## src/rtl/seg_display_scanner_if.sv

```systemverilog
// Bus bundle for the seven-segment scanner: digit data and load toward the
// scanner, anode/cathode drive and frame pulse back from it.
interface seg_display_scanner_if #(
   parameter int NUM_DIGITS = 4
);
   logic [7*NUM_DIGITS-1:0] seg_in;
   logic [NUM_DIGITS-1:0]   dp_in;
   logic [NUM_DIGITS-1:0]   blank_in;
   logic [NUM_DIGITS-1:0]   blink_in;
   logic                    load;
   logic [NUM_DIGITS-1:0]   an;
   logic [6:0]              seg;
   logic                    dp;
   logic                    frame_done;

   modport master (
      output seg_in, dp_in, blank_in, blink_in, load,
      input  an, seg, dp, frame_done
   );

   modport slave (
      input  seg_in, dp_in, blank_in, blink_in, load,
      output an, seg, dp, frame_done
   );
endinterface

```

## src/rtl/seg_display_scanner.sv

```systemverilog
// Time-multiplexed common-anode seven-segment driver with frame-synchronous
// double buffering, per-slot anti-ghosting blanking and per-digit blink.
module seg_display_scanner #(
   parameter int NUM_DIGITS   = 4,
   parameter int REFRESH_DIV  = 50000,
   parameter int BLANK_CYCLES = 16,
   parameter int BLINK_FRAMES = 64
) (
   input  logic                 clk,
   input  logic                 rst_n,
   seg_display_scanner_if.slave bus
);
   localparam int CW = (REFRESH_DIV > 1) ? $clog2(REFRESH_DIV) : 1;
   localparam int IW = $clog2(NUM_DIGITS);
   localparam int BW = (BLINK_FRAMES > 1) ? $clog2(BLINK_FRAMES) : 1;

   logic [CW-1:0]           cnt_reg;
   logic [IW-1:0]           idx_reg;
   logic [BW-1:0]           blink_cnt_reg;
   logic                    blink_phase_reg;

   logic [7*NUM_DIGITS-1:0] pend_seg_reg, shad_seg_reg;
   logic [NUM_DIGITS-1:0]   pend_dp_reg, shad_dp_reg;
   logic [NUM_DIGITS-1:0]   pend_blank_reg, shad_blank_reg;
   logic [NUM_DIGITS-1:0]   pend_blink_reg, shad_blink_reg;

   logic [NUM_DIGITS-1:0]   an_reg, an_next;
   logic [6:0]              seg_reg, seg_next;
   logic                    dp_reg, dp_next;
   logic                    frame_done_reg;

   logic                    tick;
   logic                    boundary;
   logic [6:0]              digit_seg [NUM_DIGITS];
   logic [NUM_DIGITS-1:0]   digit_dark;

   assign tick     = (cnt_reg == CW'(REFRESH_DIV - 1));
   assign boundary = tick && (idx_reg == IW'(NUM_DIGITS - 1));

   generate
      for (genvar gi = 0; gi < NUM_DIGITS; gi++) begin : g_digit
         assign digit_seg[gi]  = shad_seg_reg[7*gi +: 7];
         assign digit_dark[gi] = shad_blank_reg[gi] |
                                 (shad_blink_reg[gi] & blink_phase_reg);
      end
   endgenerate

   // Everything is decoded from the current cnt/idx and registered, so the
   // pins lag the scan position by one cycle.
   always_comb begin
      an_next  = '1;
      seg_next = 7'b1111111;
      dp_next  = 1'b1;
      if ((cnt_reg >= CW'(BLANK_CYCLES)) && !digit_dark[idx_reg]) begin
         an_next  = ~({{(NUM_DIGITS-1){1'b0}}, 1'b1} << idx_reg);
         seg_next = digit_seg[idx_reg];
         dp_next  = ~shad_dp_reg[idx_reg];
      end
   end

   always_ff @(posedge clk) begin
      if (!rst_n) begin
         cnt_reg         <= '0;
         idx_reg         <= '0;
         blink_cnt_reg   <= '0;
         blink_phase_reg <= 1'b0;
         pend_seg_reg    <= '1;
         pend_dp_reg     <= '0;
         pend_blank_reg  <= '1;
         pend_blink_reg  <= '0;
         shad_seg_reg    <= '1;
         shad_dp_reg     <= '0;
         shad_blank_reg  <= '1;
         shad_blink_reg  <= '0;
         an_reg          <= '1;
         seg_reg         <= 7'b1111111;
         dp_reg          <= 1'b1;
         frame_done_reg  <= 1'b0;
      end else begin
         an_reg         <= an_next;
         seg_reg        <= seg_next;
         dp_reg         <= dp_next;
         frame_done_reg <= boundary;

         if (tick) begin
            cnt_reg <= '0;
            idx_reg <= (idx_reg == IW'(NUM_DIGITS - 1)) ? '0 : idx_reg + 1'b1;
         end else begin
            cnt_reg <= cnt_reg + 1'b1;
         end

         if (bus.load) begin
            pend_seg_reg   <= bus.seg_in;
            pend_dp_reg    <= bus.dp_in;
            pend_blank_reg <= bus.blank_in;
            pend_blink_reg <= bus.blink_in;
         end

         // A load landing on the boundary bypasses pending so it is not lost
         // for a whole frame.
         if (boundary) begin
            shad_seg_reg   <= bus.load ? bus.seg_in   : pend_seg_reg;
            shad_dp_reg    <= bus.load ? bus.dp_in    : pend_dp_reg;
            shad_blank_reg <= bus.load ? bus.blank_in : pend_blank_reg;
            shad_blink_reg <= bus.load ? bus.blink_in : pend_blink_reg;
            if (blink_cnt_reg == BW'(BLINK_FRAMES - 1)) begin
               blink_cnt_reg   <= '0;
               blink_phase_reg <= ~blink_phase_reg;
            end else begin
               blink_cnt_reg <= blink_cnt_reg + 1'b1;
            end
         end
      end
   end

   assign bus.an         = an_reg;
   assign bus.seg        = seg_reg;
   assign bus.dp         = dp_reg;
   assign bus.frame_done = frame_done_reg;
endmodule

```

## src/flat_wrapper.sv

```systemverilog
// flat-port wrapper written by rule: the top's interface ports become plain ports
module seg_display_scanner_flat 
#(
   parameter int NUM_DIGITS   = 4,
   parameter int REFRESH_DIV  = 50000,
   parameter int BLANK_CYCLES = 16,
   parameter int BLINK_FRAMES = 64
)
  (clk, rst_n, bus_seg_in, bus_dp_in, bus_blank_in, bus_blink_in, bus_load, bus_an, bus_seg, bus_dp, bus_frame_done);
  seg_display_scanner_if #(.NUM_DIGITS(NUM_DIGITS)) bus_i ();
  input  logic clk;
  input  logic rst_n;
  input wire logic [$bits(bus_i.seg_in)-1:0] bus_seg_in;
  input wire logic [$bits(bus_i.dp_in)-1:0] bus_dp_in;
  input wire logic [$bits(bus_i.blank_in)-1:0] bus_blank_in;
  input wire logic [$bits(bus_i.blink_in)-1:0] bus_blink_in;
  input wire logic [$bits(bus_i.load)-1:0] bus_load;
  output wire logic [$bits(bus_i.an)-1:0] bus_an;
  output wire logic [$bits(bus_i.seg)-1:0] bus_seg;
  output wire logic [$bits(bus_i.dp)-1:0] bus_dp;
  output wire logic [$bits(bus_i.frame_done)-1:0] bus_frame_done;
  assign bus_i.seg_in = bus_seg_in;
  assign bus_i.dp_in = bus_dp_in;
  assign bus_i.blank_in = bus_blank_in;
  assign bus_i.blink_in = bus_blink_in;
  assign bus_i.load = bus_load;
  assign bus_an = bus_i.an;
  assign bus_seg = bus_i.seg;
  assign bus_dp = bus_i.dp;
  assign bus_frame_done = bus_i.frame_done;
  seg_display_scanner #(.NUM_DIGITS(NUM_DIGITS), .REFRESH_DIV(REFRESH_DIV), .BLANK_CYCLES(BLANK_CYCLES), .BLINK_FRAMES(BLINK_FRAMES)) u_core (.clk(clk), .rst_n(rst_n), .bus(bus_i));
endmodule
```

## config.mk

```make
export PLATFORM = sky130hd
export DESIGN_NAME = seg_display_scanner_flat
export DESIGN_NICKNAME = d
export VERILOG_FILES = /design/src/rtl/seg_display_scanner_if.sv /design/src/rtl/seg_display_scanner.sv /design/src/flat_wrapper.sv
export SDC_FILE = /design/constraint.sdc
export NUM_CORES = 1
export LEC_CHECK = 0
export CAP_MARGIN = 20
export CORE_MARGIN = 1
export CORE_UTILIZATION = 46
export CTS_CLUSTER_DIAMETER = 80
export DETAILED_ROUTE_END_ITERATION = 10
export GPL_TIMING_DRIVEN = 1
export PLACE_DENSITY = 0.68
export SETUP_SLACK_MARGIN = 0.3
export SLEW_MARGIN = 0
export SYNTH_ARGS = -nofsm -noshare
export SYNTH_HDL_FRONTEND = slang
export SYNTH_SLANG_ARGS = --single-unit
```

## constraint.sdc

```tcl
create_clock -name clk -period 4.4 [get_ports clk]
set_input_delay 0.88 -clock clk [delete_from_list [all_inputs] [get_ports clk]]
set_output_delay 0.88 -clock clk [all_outputs]
set_load 0.05 [all_outputs]
```

==> results by group, run 1 <==
STA
  – Max Freq: 316 MHz
  – Final Cycle Share: 71.9%
  – Clk_skew: 8.12 ps
  – RSZ-0062 raised after global routing: no
  – Fin crit period: 3160 ps
  – Slew HR: 26.3%
  – Worst setup margin: 1240 ps
  – Final setup violating endpoints: 0
  – Fin. Hold Viols: 0
  – Worst-Margin Slew: 1100 ps
  – WHS: 474 ps
  – Slew Limit Fails: 0
  – Setup TNS: 0 ps

Cells and area
  – P&R area growth vs syn: 26.5%
  – Share of layout cells above drive strength 1: 10.9%
  – Commonest non-fill, non-tap cell in the layout: dfxtp_1
  – Non-filler cells, final: 654
  – Nets: 558
  – Fin util: 60.2%
  – Commonest non-fill, non-tap cells in the layout: dfxtp_1 (118), clkdlybuf4s50_1 (53), nand2_1 (51)
  – Total inserted antenna cells: 0

Critical path
  – Setup crit start kind: flip-flop
  – CP startpoint: u_core.idx_reg[0]$_SDFFE_PN0P_
  – Crit path DAT: 3520 ps
  – Crit-path max cell delay: 890 ps
  – Max FO, Critical Path: 36
  – Crit-path cells: ha_1 -> nor4b_1 -> nand2_1 -> o41ai_1 -> a21oi_1
  – Element type at the critical path end: flip-flop
  – Crit Path Class: flip-flop to flip-flop
  – Reg-to-Reg Start: u_core.idx_reg[0]$_SDFFE_PN0P_
  – WP data required: 4760 ps
  – CP max-delay cell: dfxtp_1

Clock network
  – Clock Tree Buf Depth: 2
  – CTS sink cnt: 118
  – CTS tree: done
  – Clock transition at the registers of the reported paths: 60 ps
  – Root buf cell: clkbuf_8
  – TritonCTS Buffers: 17
  – H-tree level count: 4
  – CTS resizes: 0
  – Cts hold-fix bufs: 0
  – Post-CTS Setup Inserts: 0
  – Clock latency at the later pin of the worst-skew pair: 510 ps

Global routing
  – Initial antenna violation count: 0
  – Total global routing overflow: 0
  – Global Route Usage Sum: 20.3%
  – First-pass GRT wire length: 16200 um
  – Vias in the first global route: 3346
  – Pin count of the biggest net entering global routing: 73

Place
  – Post-place setup slack: 1090 ps
  – Routability cong.: 0.765
  – Placed insts: 621
  – Port Buf Inserts: 55
  – Hpwl dp: 6190 um

Die
  – Die X: 103 um
  – Die ar.: 0.0105 mm^2
  – Die height: 103 um
  – Initial Util: 47.6%
  – IO Count: 56
  – Rows: 36
  – Core ar.: 0.00977 mm^2

Synthesis
  – Sequential element share of the synthesized area: 50.8%
  – Synth Area per Inst: 10.0 um^2
  – Largest family of logic cells by synthesized area: multiplexers
  – Post-Synth Adder-Cell Area: 1.88%
  – Ys flop type: dfxtp_1
  – Ys Warns: 0
  – Post-synth EDFFs: 0
  – Post-Syn Nets: 514
  – Netlist Area Pre-Place: 0.00465 mm^2
  – Synth Area in XOR/XNOR: 2.07%
  – Synth area leaders: dfxtp_1 (51%), mux2i_1 (9.3%), o211ai_1 (5.2%)
  – Post-synth ARST share: 0%
  – Synth Area in Simple Gates: 13.4%
  – Synth Area in Compound Gates: 14.1%
  – Distinct cells, synth: 42
  – Post-Syn Instances: 464
  – Synth Register Bits: 118
  – Post-synthesis mux area share: 14.1%
  – Synth top area share: 50.8%
  – Cell type with the largest total area after synthesis: dfxtp_1

Hold path
  – Worst Hold Launch: u_core.pend_seg_reg[11]$_SDFF_PN1_
  – Worst min path class: flip-flop to flip-flop

Pwr
  – Leak: 0.00216 uW
  – Worst VDD drop: 0.373 mV
  – Pwr Density: 449 mW/mm^2

Run status
  – Status: complete, no violations

Route
  – DRC violations left: 0
  – Routed wire length: 9900 um
  – WL/cell: 15.1 um
  – Detailed Routing Iterations Pass 1: 4
  – Total via count in the routed design: 3478
  – Vias/cell: 5.32
  – ANT nets after route: 0
  – Iter 0 DRT Violations: 221

Run
  – Total of max-cap violations: 0
==> final cells by class <==
type                            instances  area (um^2)
Tap cell                              133          166
Clock inverter                         14          199
Inverter                                7         26.3
Fill cell                             854         3890
Clock buffer                           18          418
Sequential cell                       118         2360
Multi-Input combinational cell        304         2120
Timing Repair Buffer                   60          598
==> routing by layer <==
| metal | up-vias | track usage (%) | routed length (um) |
|---|---|---|---|
| li1 | 1744 | - | - |
| met1 | 1643 | 26.7 | 4810 |
| met2 | 84 | 32.1 | 4620 |
| met3 | 7 | 5.08 | 373 |
| met4 | 0 | 7.69 | 99 |
| met5 | - | 0 | 0 |
==> metrics by stage <==
step	power [uW]	area (um^2)
after floorplan	1180	4650
after global placement	1240	5240
after detailed placement	1240	5240
after CTS	2660	5860
after global routing	2730	5890
final	2640	5890
==> power by group <==
part | leakage [uW] | switching, uW | total (uW) | internal, uW
registers | 0.000962 | 7.67 | 1100 | 1090
clock network | 0.000288 | 504 | 1430 | 924
logic | 0.000909 | 56.6 | 115 | 58.0
total | 0.00216 | 568 | 2640 | 2080
==> worst max-delay path, delay by kind of cell (launching register included) <==
| family | cells | cell delay (ps) |
|---|---|---|
| compound gates | 2 | 750 |
| simple gates | 2 | 1070 |
| fa+ha+maj | 1 | 320 |
| flops | 1 | 890 |
==> Yosys cell counts, types with 7 or more instances <==
library cell and n:
dfxtp_1 118, nand2_1 51, mux2i_1 43, o21ai_0 37, o211ai_1 32, nor2_1 27, clkbuf_1 24, a21oi_1 16
a211oi_1 11, nand2b_1 10, nand3_1 10, mux4_2 8, ha_1 7, inv_1 7
==> worst paths after layout <==
kind,to,slack [ps],cells after the start
worst max-delay path,u_core.blink_cnt_reg[5]$_SDFFE_PN0P_,1240,5
worst min-delay path,u_core.pend_seg_reg[11]$_SDFF_PN1_,470,2
worst min register to register,u_core.pend_seg_reg[11]$_SDFF_PN1_,470,2
worst max register to register,u_core.blink_cnt_reg[5]$_SDFFE_PN0P_,1240,5
==> kinds of logic after synthesis <==
kind of cell / Yosys count
AO/OA/AOI/OAI: 104
XOR/XNOR: 11
adder cells (fa/ha/maj): 7
buffers and inverters: 42
flip-flops: 118
multiplexers: 55
AND/OR/NAND/NOR: 127
No activity file was read; power rests on OpenSTA's default activity.
==> run 2: changes to the inputs <==
Settings changed: PLACE_DENSITY 0.68 to 0.7.
Clock period 4.4 ns to 2.6 ns, I/O delays scaled along.
==> run 2 against run 1 <==
- clock power increased by 38%
- total power increased by 53%
- via count increased by 2.6%
- global-route usage increased by 0.15 points
- sequential cell count unchanged
- critical path depth decreased by 4
- sequential power increased by 70%
- core utilization decreased by 0.69 points
- sequential share of layout area increased by 0.47 points
- first-iteration DRC count increased by 2.7%
- highest routed layer unchanged
==> results by group, run 2 (synthesis results as in run 1) <==
STA
  – RSZ-0062 raised after global routing: no
  – Worst-Margin Slew: 701 ps (-403 ps)
  – Max Freq: 468 MHz
  – Slew Limit Fails: 0 (unchanged)
  – Clk_skew: 6.43 ps (-1.70 ps)
  – Setup TNS: 0 ps (unchanged)
  – Fin. Hold Viols: 0 (unchanged)
  – Final Cycle Share: 82.3%
  – Slew HR: 53.2% (+27 points)
  – Final setup violating endpoints: 0 (unchanged)
  – Fin crit period: 2140 ps

Critical path
  – Crit-path cells: clkdlybuf4s50_1
  – CP bufs+invs: 1 (+1)
  – Setup crit start kind: flip-flop
  – Reg-to-reg endpoint: u_core.shad_seg_reg[26]$_SDFFE_PN1P_
  – WP data required: 2080 ps (-2680 ps)
  – Reg-to-Reg Start: u_core.cnt_reg[0]$_SDFF_PP0_
  – Element type at the critical path end: primary output
  – R2r worst-path depth: 6 (+1)
  – Top cell family by delay on the critical path: buffers and inverters
  – Crit Path Class: flip-flop to primary output
  – Crit path DAT: 1620 ps (-1900 ps)
  – Max FO, Critical Path: 1 (-97%)
  – CP max-delay cell: clkdlybuf4s50_1
  – Flop2flop setup slack: 580 ps (-660 ps)
  – Crit-path max cell delay: 800 ps (-90 ps)

Clock network
  – Root buf cell: clkbuf_8
  – TritonCTS Buffers: 17 (unchanged)
  – CTS sink cnt: 118 (unchanged)
  – Clock transition at the registers of the reported paths: 50 ps (about the same)
  – Clock Tree Buf Depth: 2 (unchanged)
  – Post-CTS Setup Inserts: 0 (unchanged)
  – CTS tree: done
  – Cts hold-fix bufs: 0 (unchanged)
  – Clock latency at the later pin of the worst-skew pair: 510 ps (about the same)
  – H-tree level count: 4 (unchanged)

Global routing
  – Initial antenna violation count: 0 (unchanged)
  – Met1 Use GR: 28.7% (+1.9 points)
  – First-pass GRT wire length: 16400 um (+1.3%)
  – Pin count of the biggest net entering global routing: 34 (-53%)
  – Most Used Layer, Global Route: met2
  – Global Route Usage Sum: 20.4% (+0.15 points)
  – Total global routing overflow: 0 (unchanged)
  – Vias in the first global route: 3345 (-0.030%)
  – Met3 usage: 5.56% (+0.47 points)
  – Met2 usage: 30.2% (-1.9 points)

Die
  – Die ar.: 0.0105 mm^2 (unchanged)
  – Rows: 36 (unchanged)
  – Core ar.: 0.00977 mm^2 (unchanged)
  – Initial Util: 47.6% (unchanged)
  – IO Count: 56 (unchanged)
  – Die X: 103 um (unchanged)
  – Die height: 103 um (unchanged)

Route
  – Detailed Routing Iterations Pass 1: 5 (+1)
  – Iter 0 DRT Violations: 227 (+2.7%)
  – DRC violations left: 0 (unchanged)
  – ANT nets after route: 0 (unchanged)
  – WL/cell: 15.4 um (+1.6%)
  – Total via count in the routed design: 3569 (+2.6%)
  – Routed wire length: 10100 um (+1.9%)
  – Vias/cell: 5.44 (+2.3%)

Pwr
  – Worst VDD drop: 0.406 mV (+8.7%)
  – Clock power share: 49.0% (-5.0 points)
  – Int Pwr: 3200 uW (+54%)
  – Leak: 0.00215 uW (-0.39%)
  – Switch Pwr: 844 uW (+49%)
  – Pwr Density: 694 mW/mm^2 (+55%)
  – Sw frac: 20.9% (-0.59 points)
  – Total power: 4040 uW (+53%)
  – Gate power share: 4.8% (+0.5 points)
  – Sequential Power Share: 46.2% (+4.6 points)

Place
  – Port Buf Inserts: 55 (unchanged)
  – Hpwl dp: 6590 um (+6.4%)
  – Routability cong.: 0.804 (+5.1%)
  – Post-DP Area: 0.00530 mm^2 (+1.1%)

Cells and area
  – Fin util: 59.5% (-0.69 points)
  – Commonest non-fill, non-tap cells in the layout: dfxtp_1 (118), clkdlybuf4s50_1 (53), nand2_1 (51)
  – Final Cell Area: 0.00582 mm^2 (-1.1%)
  – Commonest non-fill, non-tap cell in the layout: dfxtp_1
  – Total inserted antenna cells: 0 (unchanged)
  – P&R area growth vs syn: 25.1%
  – Nets: 563 (+0.90%)
  – Share of layout cells above drive strength 1: 11.3% (+0.34 points)
  – Filler cells: 839 (-1.8%)

Run
  – Total of max-cap violations: 0 (unchanged)

Hold path
  – Worst min path class: input pin to flip-flop
  – Min-Delay Endpoint: u_core.pend_seg_reg[7]$_SDFF_PN1_
  – Worst hold stages: 2 (unchanged)
  – Worst Hold Launch: rst_n

Run status
  – Status: complete, no violations
run 2: changes by cell type in the layout (fill, tap and decap cells not counted), moves of 2 or more:
cell,delta
buf_4,+5
bufinv_16,-4
clkbuf_1,+2
clkbuf_8,+4
clkinv_2,+4
clkinv_4,-2
clkinvlp_4,-4
inv_6,-3
run 2: cell type report:
| class | instances | area (um^2) | share of cell area [%] |
|---|---|---|---|
| clock buffers | 24 | 480 | 8.26 |
| clock inverters | 5 | 25.0 | 0.430 |
| inverters | 7 | 26.3 | 0.452 |
| multi-input cells | 304 | 2130 | 36.6 |
| flip-flops and latches | 118 | 2360 | 40.6 |
| well taps | 133 | 166 | 2.86 |
| repair buffers | 65 | 628 | 10.8 |
run 2: per-layer routing:
metal / vias to the layer above / share of wire (%)
li1: 1753 / -
met1: 1709 / 49
met2: 96 / 45
met3: 11 / 4.4
met4: 0 / 1.4
met5: - / 0
run 2: worst max path at each step:
stage	startpoint	endpoint	slack, ps	cells past startpoint
4_1_cts	u_core.cnt_reg[0]$_SDFF_PP0_	u_core.cnt_reg[4]$_SDFF_PP0_	320	5
3_5_place_dp	u_core.cnt_reg[0]$_SDFF_PP0_	u_core.cnt_reg[6]$_SDFF_PP0_	360	5
5_1_grt	u_core.bus.seg[0]$_SDFF_PN1_	bus_seg[0]	390	1
3_3_place_gp	u_core.cnt_reg[0]$_SDFF_PP0_	u_core.cnt_reg[8]$_SDFF_PP0_	440	5
6_report	u_core.bus.seg[0]$_SDFF_PN1_	bus_seg[0]	460	1
2_1_floorplan	u_core.cnt_reg[0]$_SDFF_PP0_	u_core.blink_cnt_reg[5]$_SDFFE_PN0P_	740	7
run 2: worst register-to-register path, stage by stage (launching register included):
cell      delay, ps
dfxtp_1         380
ha_1            250
nand3_2         140
or3_4           510
buf_4           260
o21ai_0         220
o211ai_1        120
run 2: timing repair:
item	in CTS	in global routing
setup endpoints to repair	0	45
endpoints found under the hold margin	0	0
gates resized for setup	0	3
run 2: power by group through the flow:
stage          combinational [uW]  clock (uW)  sequential, uW
2_1_floorplan                 107           0            1900
3_3_place_gp                  193           0            1900
3_5_place_dp                  196           0            1900
4_1_cts                       197        2010            1860
5_1_grt                       216        2100            1870
6_report                      195        1980            1870
run 2: stage by stage:
stage | hold WS (ps) | setup slack [ps] | std cells
global placement | 447 | 439 | 627
finish | 413 | 461 | 656
global route | 423 | 392 | 656
detailed placement | 460 | 357 | 627
floorplan | 438 | 741 | 464
CTS | 388 | 318 | 656
==> run 3: changes to the inputs <==
Settings changed: PLACE_DENSITY 0.7 to 0.68.
Clock period 2.6 ns to 2.11 ns, I/O delays scaled along.
==> run 3 against run 2 <==
- critical path depth did not move
- clock power rose by 43%
- setup slack got worse by 130 ps
- largest cell class unchanged
- final area rose by 6.0%
- core utilization rose by 3.6 points
- total power rose by 33%
==> results by group, run 3 (synthesis results as in run 1) <==
Run status
  – Status: complete, no violations

Pwr
  – Leak: 0.00228 uW (+5.8%)
  – Pwr Density: 874 mW/mm^2 (+26%)
  – Worst VDD drop: 0.617 mV (+52%)

Die
  – Die ar.: 0.0105 mm^2 (unchanged)
  – Die height: 103 um (unchanged)
  – Die X: 103 um (unchanged)
  – Core ar.: 0.00977 mm^2 (unchanged)
  – IO Count: 56 (unchanged)
  – Initial Util: 47.6% (unchanged)
  – Rows: 36 (unchanged)

Clock network
  – Clock transition at the registers of the reported paths: 60 ps (about the same)
  – Root buf cell: clkbuf_8
  – Clock Tree Buf Depth: 2 (unchanged)
  – Clock latency at the later pin of the worst-skew pair: 510 ps (about the same)
  – TritonCTS Buffers: 17 (unchanged)
  – CTS sink cnt: 118 (unchanged)
  – Cts hold-fix bufs: 0 (unchanged)
  – CTS tree: done
  – H-tree level count: 4 (unchanged)

Cells and area
  – Area of the multi-input gates: 0.00221 mm^2 (+3.8%)
  – Commonest non-fill, non-tap cell in the layout: dfxtp_1
  – Filler cells: 834 (-0.60%)
  – Register area: 0.00237 mm^2 (+0.42%)
  – Total inserted antenna cells: 0 (unchanged)
  – Commonest non-fill, non-tap cells in the layout: dfxtp_1 (114), nand2_1 (49), mux2i_1 (43)
  – Share of layout cells above drive strength 1: 16.9% (+5.6 points)
  – Non-filler cells, final: 673 (+2.6%)
  – P&R area growth vs syn: 32.6%
  – Nets: 577 (+2.5%)

Route
  – WL/cell: 15.2 um (-0.98%)
  – DRC violations left: 0 (unchanged)
  – Iter 0 DRT Violations: 145 (-36%)
  – Vias/cell: 5.32 (-2.1%)
  – Routed wire length: 10300 um (+1.6%)
  – Total via count in the routed design: 3583 (+0.39%)
  – Detailed Routing Iterations Pass 1: 4 (-1)
  – ANT nets after route: 0 (unchanged)

STA
  – Slew Limit Fails: 0 (unchanged)
  – Worst-Margin Slew: 753 ps (+52.2 ps)
  – Final Cycle Share: 84.1%
  – Fin crit period: 1770 ps
  – Fin. Hold Viols: 0 (unchanged)
  – Slew HR: 49.8% (-3.5 points)
  – Clk_skew: 8.18 ps (+1.76 ps)
  – Max Freq: 564 MHz
  – Final setup violating endpoints: 0 (unchanged)
  – RSZ-0062 raised after global routing: yes
  – Setup TNS: 0 ps (unchanged)

Place
  – Placed insts: 631 (+0.64%)
  – Port Buf Inserts: 55 (unchanged)
  – Hpwl dp: 6460 um (-2.0%)
  – Routability cong.: 0.886 (+10%)

Global routing
  – Global Route Usage Sum: 20.4% (about the same)
  – Pin count of the biggest net entering global routing: 38 (+12%)
  – Vias in the first global route: 3323 (-0.66%)
  – Total global routing overflow: 0 (unchanged)
  – Initial antenna violation count: 0 (unchanged)
  – First-pass GRT wire length: 16200 um (-0.93%)

Critical path
  – Setup crit start kind: flip-flop
  – Crit-path max cell delay: 520 ps (-280 ps)
  – Element type at the critical path end: primary output
  – Max FO, Critical Path: 1 (unchanged)
  – Crit-path cells: dlygate4sd2_1
  – Crit Path Class: flip-flop to primary output
  – Crit path DAT: 1350 ps (-270 ps)
  – CP max-delay cell: dlygate4sd2_1
  – CP bufs+invs: 1 (unchanged)
  – Top cell family by delay on the critical path: buffers and inverters
  – WP data required: 1690 ps (-390 ps)

Hold path
  – Worst min path class: input pin to flip-flop

Run
  – Total of max-cap violations: 0 (unchanged)
## run 3: routing by layer
metal,track usage (%),vias up,routed length [um]
met5,0,-,0
met4,7.80,0,131
met3,5.42,13,516
met2,31.6,87,4850
met1,27.3,1696,4750
li1,-,1787,-
## run 3: through the flow
| step | worst slack [ps] | utilization [%] | hold WS (ps) | area [um^2] | total power, uW |
|---|---|---|---|---|---|
| global placement | 118 | 55.1 | 423 | 5380 | 2590 |
| CTS | 304 | 61.7 | 274 | 6030 | 5440 |
| floorplan | 312 | - | 416 | 4680 | 2470 |
| global route | 271 | 63.1 | 296 | 6170 | 5550 |
| finish | 336 | 63.1 | 301 | 6170 | 5390 |
| detailed placement | 147 | 55.1 | 444 | 5380 | 2590 |
## run 3: path summary, 6_finish.rpt
check                          startpoint                             endpoint  slack [ps]  cells past startpoint
max          u_core.bus.seg[0]$_SDFF_PN1_                           bus_seg[0]         340                      1
min                                 rst_n   u_core.pend_seg_reg[15]$_SDFF_PN1_         300                      3
max reg2reg  u_core.cnt_reg[0]$_SDFF_PP0_  u_core.blink_phase_reg$_SDFFE_PN0P_         340                      6
min reg2reg  u_core.cnt_reg[0]$_SDFF_PP0_         u_core.cnt_reg[0]$_SDFF_PP0_         450                      1
## run 3: timing repair
item,CTS,global route
setup buffers,2,6
pin swaps,2,4
gates cloned,0,2
endpoints found under the setup margin,87,75
resized for setup,21,18
## run 3: final cells by class
type	instances	area share [%]
flip-flops and latches	118	38.5
multi-input cells	304	35.8
repair buffers	79	13.0
clock buffers	18	6.78
clock inverters	14	2.84
well taps	133	2.70
inverters	7	0.426
## run 3: power breakdown
part | switching (uW) | leakage [uW] | internal [uW]
Combinational | 119 | 0.00103 | 132
Clock | 1040 | 0.000282 | 1810
Sequential | 18.2 | 0.000964 | 2280
